[config.mk]
export PLATFORM = sky130hd
export DESIGN_NAME = operand_stage
export DESIGN_NICKNAME = d
export VERILOG_FILES = /design/src/rtl/operand_stage_pkg.sv /design/src/rtl/operand_stage_scoreboard.sv /design/src/rtl/operand_stage.sv
export SDC_FILE = /design/constraint.sdc
export NUM_CORES = 2
export LEC_CHECK = 0
export CAP_MARGIN = 5
export CORE_MARGIN = 5
export CORE_UTILIZATION = 40
export CTS_BUF_LIST = sky130_fd_sc_hd__clkbuf_4 sky130_fd_sc_hd__clkbuf_8
export DETAILED_ROUTE_END_ITERATION = 8
export HOLD_SLACK_MARGIN = 0.15
export SLEW_MARGIN = 20
export SYNTH_ARGS = -nofsm -noshare
export SYNTH_HDL_FRONTEND = slang
export SYNTH_SLANG_ARGS = --single-unit
[constraint.sdc]
create_clock -name clk -period 4.35 [get_ports clk]
set_clock_uncertainty 0.1 [all_clocks]
set_input_delay 0.87 -clock clk [delete_from_list [all_inputs] [get_ports clk]]
set_output_delay 0.87 -clock clk [all_outputs]
set_load 0.005 [all_outputs]
[src/rtl/operand_stage_pkg.sv]
// Shared definitions for the operand/issue stage: word layout, opcodes and
// the write-back predicate used for hazard checking and scoreboard updates.
package operand_stage_pkg;

  localparam int WORD_W  = 16;
  localparam int NUM_REG = 64;
  localparam int REG_W   = 6;

  // Instruction word fields
  localparam int OPC_HI  = 15;
  localparam int OPC_LO  = 12;
  localparam int DEST_HI = 11;
  localparam int DEST_LO = 6;
  localparam int SRC_HI  = 5;
  localparam int SRC_LO  = 0;

  // Opcodes 0..11 produce a result; 12..15 are pass-through (ALU returns in1)
  localparam logic [3:0] OPadd  = 4'h0;
  localparam logic [3:0] OPsub  = 4'h1;
  localparam logic [3:0] OPmul  = 4'h2;
  localparam logic [3:0] OPand  = 4'h3;
  localparam logic [3:0] OPor   = 4'h4;
  localparam logic [3:0] OPxor  = 4'h5;
  localparam logic [3:0] OPshl  = 4'h6;
  localparam logic [3:0] OPshr  = 4'h7;
  localparam logic [3:0] OPfadd = 4'h8;
  localparam logic [3:0] OPfmul = 4'h9;
  localparam logic [3:0] OPf2i  = 4'hA;
  localparam logic [3:0] OPi2f  = 4'hB;

  localparam logic [3:0] WRITES_DEST_MAX = OPi2f;

  function automatic logic writes_dest(input logic [3:0] opcode);
    return (opcode <= WRITES_DEST_MAX);
  endfunction

endpackage

[src/rtl/operand_stage_scoreboard.sv]
// Per-register pending bits for in-flight results. Two query ports report
// pending state with a same-cycle clear already applied. Set beats clear.
module op_scoreboard
  import operand_stage_pkg::*;
#(
  parameter int NREGS   = NUM_REG,
  parameter int REGBITS = REG_W
) (
  input  logic               clk,
  input  logic               reset,
  input  logic               i_set_en,
  input  logic [REGBITS-1:0] i_set_reg,
  input  logic               i_clr_en,
  input  logic [REGBITS-1:0] i_clr_reg,
  input  logic [REGBITS-1:0] i_qa_reg,
  input  logic [REGBITS-1:0] i_qb_reg,
  output logic               o_qa_pend,
  output logic               o_qb_pend
);

  logic [NREGS-1:0] r_pending;
  logic [NREGS-1:0] w_pending_nxt;

  // Next pending vector: clear first, then set so a collision leaves it set
  always_comb begin
    w_pending_nxt = r_pending;
    if (i_clr_en) w_pending_nxt[i_clr_reg] = 1'b0;
    if (i_set_en) w_pending_nxt[i_set_reg] = 1'b1;
  end

  // Query ports see the effect of a writeback landing this cycle
  always_comb begin
    o_qa_pend = r_pending[i_qa_reg] && !(i_clr_en && (i_clr_reg == i_qa_reg));
    o_qb_pend = r_pending[i_qb_reg] && !(i_clr_en && (i_clr_reg == i_qb_reg));
  end

  // Pending register with synchronous active-low clear
  always_ff @(posedge clk) begin
    if (!reset) r_pending <= '0;
    else        r_pending <= w_pending_nxt;
  end

endmodule

[src/rtl/operand_stage.sv]
// Register-read / issue stage ahead of the ALU. Reads Dest and Src from the
// register file with writeback bypass, stalls on pending results, and holds
// the issued instruction in an output register behind a valid/ready handshake.
module operand_stage
  import operand_stage_pkg::*;
#(
  parameter int WIDTH   = WORD_W,
  parameter int NREGS   = NUM_REG,
  parameter int REGBITS = REG_W
) (
  input  logic               clk,
  input  logic               reset,
  input  logic [WIDTH-1:0]   ir,
  input  logic               ir_valid,
  output logic               ir_ready,
  output logic [4:0]         out_op,
  output logic [WIDTH-1:0]   out_in1,
  output logic [WIDTH-1:0]   out_in2,
  output logic [REGBITS-1:0] out_dest,
  output logic               out_wr,
  output logic               out_valid,
  input  logic               out_ready,
  input  logic               wb_en,
  input  logic [REGBITS-1:0] wb_reg,
  input  logic [WIDTH-1:0]   wb_data
);

  logic [WIDTH-1:0]   r_rf [NREGS];

  logic [3:0]         w_opc;
  logic [REGBITS-1:0] w_dest;
  logic [REGBITS-1:0] w_src;
  logic               w_wr;
  logic               w_pend_dest;
  logic               w_pend_src;
  logic               w_hazard;
  logic               w_slot_free;
  logic               w_fire;
  logic [WIDTH-1:0]   w_in1;
  logic [WIDTH-1:0]   w_in2;

  logic [4:0]         r_op;
  logic [WIDTH-1:0]   r_in1;
  logic [WIDTH-1:0]   r_in2;
  logic [REGBITS-1:0] r_dest;
  logic               r_wr;
  logic               r_valid;

  // Decode, hazard and handshake; pass-through ops never stall on pending
  always_comb begin
    w_opc       = ir[OPC_HI:OPC_LO];
    w_dest      = ir[DEST_HI:DEST_LO];
    w_src       = ir[SRC_HI:SRC_LO];
    w_wr        = writes_dest(w_opc);
    w_hazard    = w_wr && (w_pend_dest || w_pend_src);
    w_slot_free = !r_valid || out_ready;
    ir_ready    = w_slot_free && !w_hazard;
    w_fire      = ir_valid && ir_ready;
  end

  // Operand read with same-cycle writeback bypass
  always_comb begin
    w_in1 = (wb_en && (wb_reg == w_dest)) ? wb_data : r_rf[w_dest];
    w_in2 = (wb_en && (wb_reg == w_src))  ? wb_data : r_rf[w_src];
  end

  op_scoreboard #(
    .NREGS   (NREGS),
    .REGBITS (REGBITS)
  ) u_scoreboard (
    .clk       (clk),
    .reset     (reset),
    .i_set_en  (w_fire && w_wr),
    .i_set_reg (w_dest),
    .i_clr_en  (wb_en),
    .i_clr_reg (wb_reg),
    .i_qa_reg  (w_dest),
    .i_qb_reg  (w_src),
    .o_qa_pend (w_pend_dest),
    .o_qb_pend (w_pend_src)
  );

  // Register file: writebacks land regardless of stalls
  always_ff @(posedge clk) begin
    if (!reset) begin
      for (int i = 0; i < NREGS; i++) r_rf[i] <= '0;
    end else if (wb_en) begin
      r_rf[wb_reg] <= wb_data;
    end
  end

  // Output register: load on fire, drop valid when consumed, otherwise hold
  always_ff @(posedge clk) begin
    if (!reset) begin
      r_valid <= 1'b0;
      r_op    <= '0;
      r_in1   <= '0;
      r_in2   <= '0;
      r_dest  <= '0;
      r_wr    <= 1'b0;
    end else if (w_fire) begin
      r_valid <= 1'b1;
      r_op    <= {1'b0, w_opc};
      r_in1   <= w_in1;
      r_in2   <= w_in2;
      r_dest  <= w_dest;
      r_wr    <= w_wr;
    end else if (out_ready) begin
      r_valid <= 1'b0;
    end
  end

  assign out_valid = r_valid;
  assign out_op    = r_op;
  assign out_in1   = r_in1;
  assign out_in2   = r_in2;
  assign out_dest  = r_dest;
  assign out_wr    = r_wr;

endmodule

==> flow_metrics.py <==
metrics = {
    "hold_path": {
        "whs_endpoint": "out_op[0]",
        "hold_class": "input port to flip-flop",
        "hold_path_depth": 3,
        "hp-start": "ir[12]",
    },
    "drt": {
        "viasPerCell": 6.623,
        "vias": 45900,
        "wirelength_um": 253800,
        "routedWlPerCell_um": 36.61,
        "postRouteAntennaNets": 0,
        "drt_iter0_drc": 8071,
        "drc_errors": 0,
        "drtPass1Iterations": 9,
    },
    "logic_synthesis": {
        "ys_types": 72,
        "synth_nets": 4572,
        "yosysWarnings": 0,
        "synth_area_leaders": "edfxtp_1 52%, and2_1 11%, mux4_2 11%",
        "async_reset_ff_share_pct": 0,
        "seq_area_frac_synth_pct": 56.18,
        "synth_top_flop_cell": "edfxtp_1",
        "syn_inst": 4529,
        "post-synth-top-count-cell": "and2_1",
        "syn_area_per_cell_um2": 12.94,
        "syn_area_um2": 58580,
        "synthTopCellsByCount": "1030 x and2_1, 1024 x edfxtp_1, 380 x a22oi_1",
        "synth.top_cell.area_share_pct": 52.49,
        "synth_top_area_cell": "edfxtp_1",
        "synth-seq-cells": 1132,
        "synth_edf_count": 1024,
    },
    "grt": {
        "gr-total-overflow": 0,
        "grt_pass1_vias": 43830,
        "antenna_found_initial": 23,
        "grt_usage_pct": 32.25,
        "grt_max_degree": 110,
        "grt_pass1_wl_um": 349300,
    },
    "placement": {
        "port_buffers": 87,
        "place_inst": 6578,
        "place_congestion": 1.065,
        "hpwl_um": 167800,
    },
    "sta": {
        "slew_headroom_pct": 23.79,
        "worst_pin_slew_ns": 1.143,
        "hold_violations": 0,
        "fmax_mhz": 233.8,
        "fin_crit_sh_pct": 98.34,
        "setup_tns_ns": 0,
        "setup_violations": 0,
        "slew_viol_final": 0,
        "rsz0062_at_grt": "no",
        "final.min_clock_period_ns": 4.278,
    },
    "power": {
        "power.share.sequential_pct": 48.7,
        "pwr-share-comb_pct": 13.3,
        "ir_drop_mv": 0.3007,
        "power_frac_clock_pct": 38.0,
        "leakage_nw": 23.94,
        "p_sw_share_pct": 27.42,
        "total_power_w": 0.02623,
        "power_switching_w": 0.007193,
        "pwr_density_cell_nw_per_um2": 380.0,
        "intPower_w": 0.01904,
    },
    "run_status": {
        "status": "finished clean",
    },
    "finish": {
        "final_util_pct": 47.42,
        "layoutNonFillerInstCount": 6931,
        "areaGrowthSynthToFinish_pct": 17.83,
        "layout-drive-gt1-share_pct": 25.04,
        "fin_nets": 4899,
    },
    "critical_path": {
        "r2r_slack_ns": 1.39,
        "crit_required_ns": 3.38,
        "endpoint_kind": "primary output",
        "worstReg2RegStart": "u_scoreboard.r_pending[7]",
        "arrival_ns": 3.31,
        "startpoint_type": "flip-flop",
        "crit_path_max_fanout": 3,
        "worstSetupPathType": "flip-flop to primary output",
        "rr_worst_depth": 10,
        "r2r_end": "u_scoreboard.r_pending[30]",
    },
    "clock_network": {
        "clkLatencyLatePin_ns": 0.99,
        "cts.clk_slew.worst_paths_ns": 0.07,
        "cts_buffers": 192,
        "clk_path_buf_depth": 3,
        "cts_tree": "yes",
        "h-tree-depth": 4,
        "cts_sinks": 1132,
        "root_buffer": "clkbuf_8",
    },
    "floorplanning": {
        "ios": 89,
        "die_area_um2": 154200,
        "start_util_pct": 40.25,
        "die_w_um": 392.7,
        "die_height_um": 392.7,
        "coreArea_um2": 145600,
        "row_count": 140,
    },
    "run": {
        "cap_viol_max_count": 0,
    },
}
-- kinds of logic (layout without fill, tap and decap cells) --
| kind of cell | Yosys count | in the layout | synth area share [%] |
|---|---|---|---|
| simple gates | 1456 | 1456 | 14.52 |
| flops | 1132 | 1132 | 56.18 |
| compound gates | 989 | 989 | 12.54 |
| buf+inv | 542 | 1017 | 3.787 |
| mux | 397 | 397 | 12.79 |
| xor+xnor | 12 | 12 | 0.1794 |
| other cells | 1 | 11 | 0.006401 |
-- power groups by stage --
| stage | clock (W) | combinational, W | sequential [W] |
|---|---|---|---|
| 3_5_place_dp | 0 | 0.00335 | 0.0130 |
| 3_3_place_gp | 0 | 0.00334 | 0.0130 |
| 5_1_grt | 0.0106 | 0.00352 | 0.0128 |
| 6_report | 0.00997 | 0.00349 | 0.0128 |
| 4_1_cts | 0.0100 | 0.00336 | 0.0128 |
| 2_1_floorplan | 0 | 0.00163 | 0.0128 |
-- per-layer routing --
metal	GRT usage [%]	vias up	part of all wire, %
met1	41.89	23000	36
met5	0	-	0.026
met4	18.08	10	6.6
li1	-	18200	-
met2	47.29	3900	43
met3	11.04	788	14
-- worst max-delay path, cell delays in order, from the launching register on --
cell           delay (ns)
dfxtp_1              0.37
mux4_2               0.48
mux2i_1              0.20
o22ai_1              0.14
a211o_1              0.27
nor4_2               0.22
buf_4                0.18
o211a_4              0.21
dlygate4sd2_1        0.25
-- metrics by stage --
| step | hold slack, ns | setup WS, ns | cell area (µm²) |
|---|---|---|---|
| detailed placement | 0.3546 | -0.1662 | 65080 |
| finish | 0.3493 | 0.07242 | 69030 |
| global placement | 0.3448 | -0.2166 | 65080 |
| CTS | 0.3107 | 0.09069 | 69000 |
| floorplan | 0.3395 | 0.7327 | 58580 |
| global route | 0.3494 | 0.04212 | 69010 |
-- worst max path at each step --
stage / from / end / slack (ns) / cells after the start
2_1_floorplan: wb_reg[0] / u_scoreboard.r_pending[57] / 0.73 / 5
3_3_place_gp: ir[9] / ir_ready / -0.22 / 9
3_5_place_dp: ir[9] / ir_ready / -0.17 / 9
4_1_cts: u_scoreboard.r_pending[37] / ir_ready / 0.09 / 7
5_1_grt: u_scoreboard.r_pending[37] / ir_ready / 0.04 / 7
6_report: u_scoreboard.r_pending[7] / ir_ready / 0.07 / 8
-- flip-flops by register name (all words and copies together) (netlist names) --
register / cells
r_rf: 1024
u_scoreboard.r_pending: 64
out_in1: 16
out_in2: 16
out_dest: 6
out_op: 4
out_valid: 1
out_wr: 1
-- placed cells by master (no fill, tap or decap), types with 16 or more instances in the layout --
cell                n
and2_1           1029
edfxtp_1         1024
buf_4             437
a22oi_1           380
mux4_2            278
clkbuf_8          210
nand2_1           159
dfxtp_1           105
a221oi_1           95
nor2_1             92
mux2i_1            86
buf_12             84
a21oi_1            81
inv_1              70
a22o_1             69
o21ai_2            64
clkbuf_4           64
o32ai_1            62
clkdlybuf4s50_1    62
nand4_1            45
a31oi_1            43
o21ai_0            41
clkinv_1           39
nand3_1            34
mux2_2             32
o221ai_1           17
buf_2              16
-- layout make-up --
type	count	area, µm²
diodes	10	25.02
clock buffers	274	3371
clock inverters	68	529.3
fillers	12810	76540
inverters	71	266.5
multi-input cells	2855	23800
flip-flops and latches	1132	32920
well taps	1917	2399
repair buffers	604	5723
-- timing repair --
item	CTS	global route
endpoints found under the setup margin	1	0
hold endpoints to repair	1	0
setup buffers	0	0
gates resized for setup	5	0
hold buffers	1	0
Note: power is estimated with default switching activity, not from simulation.
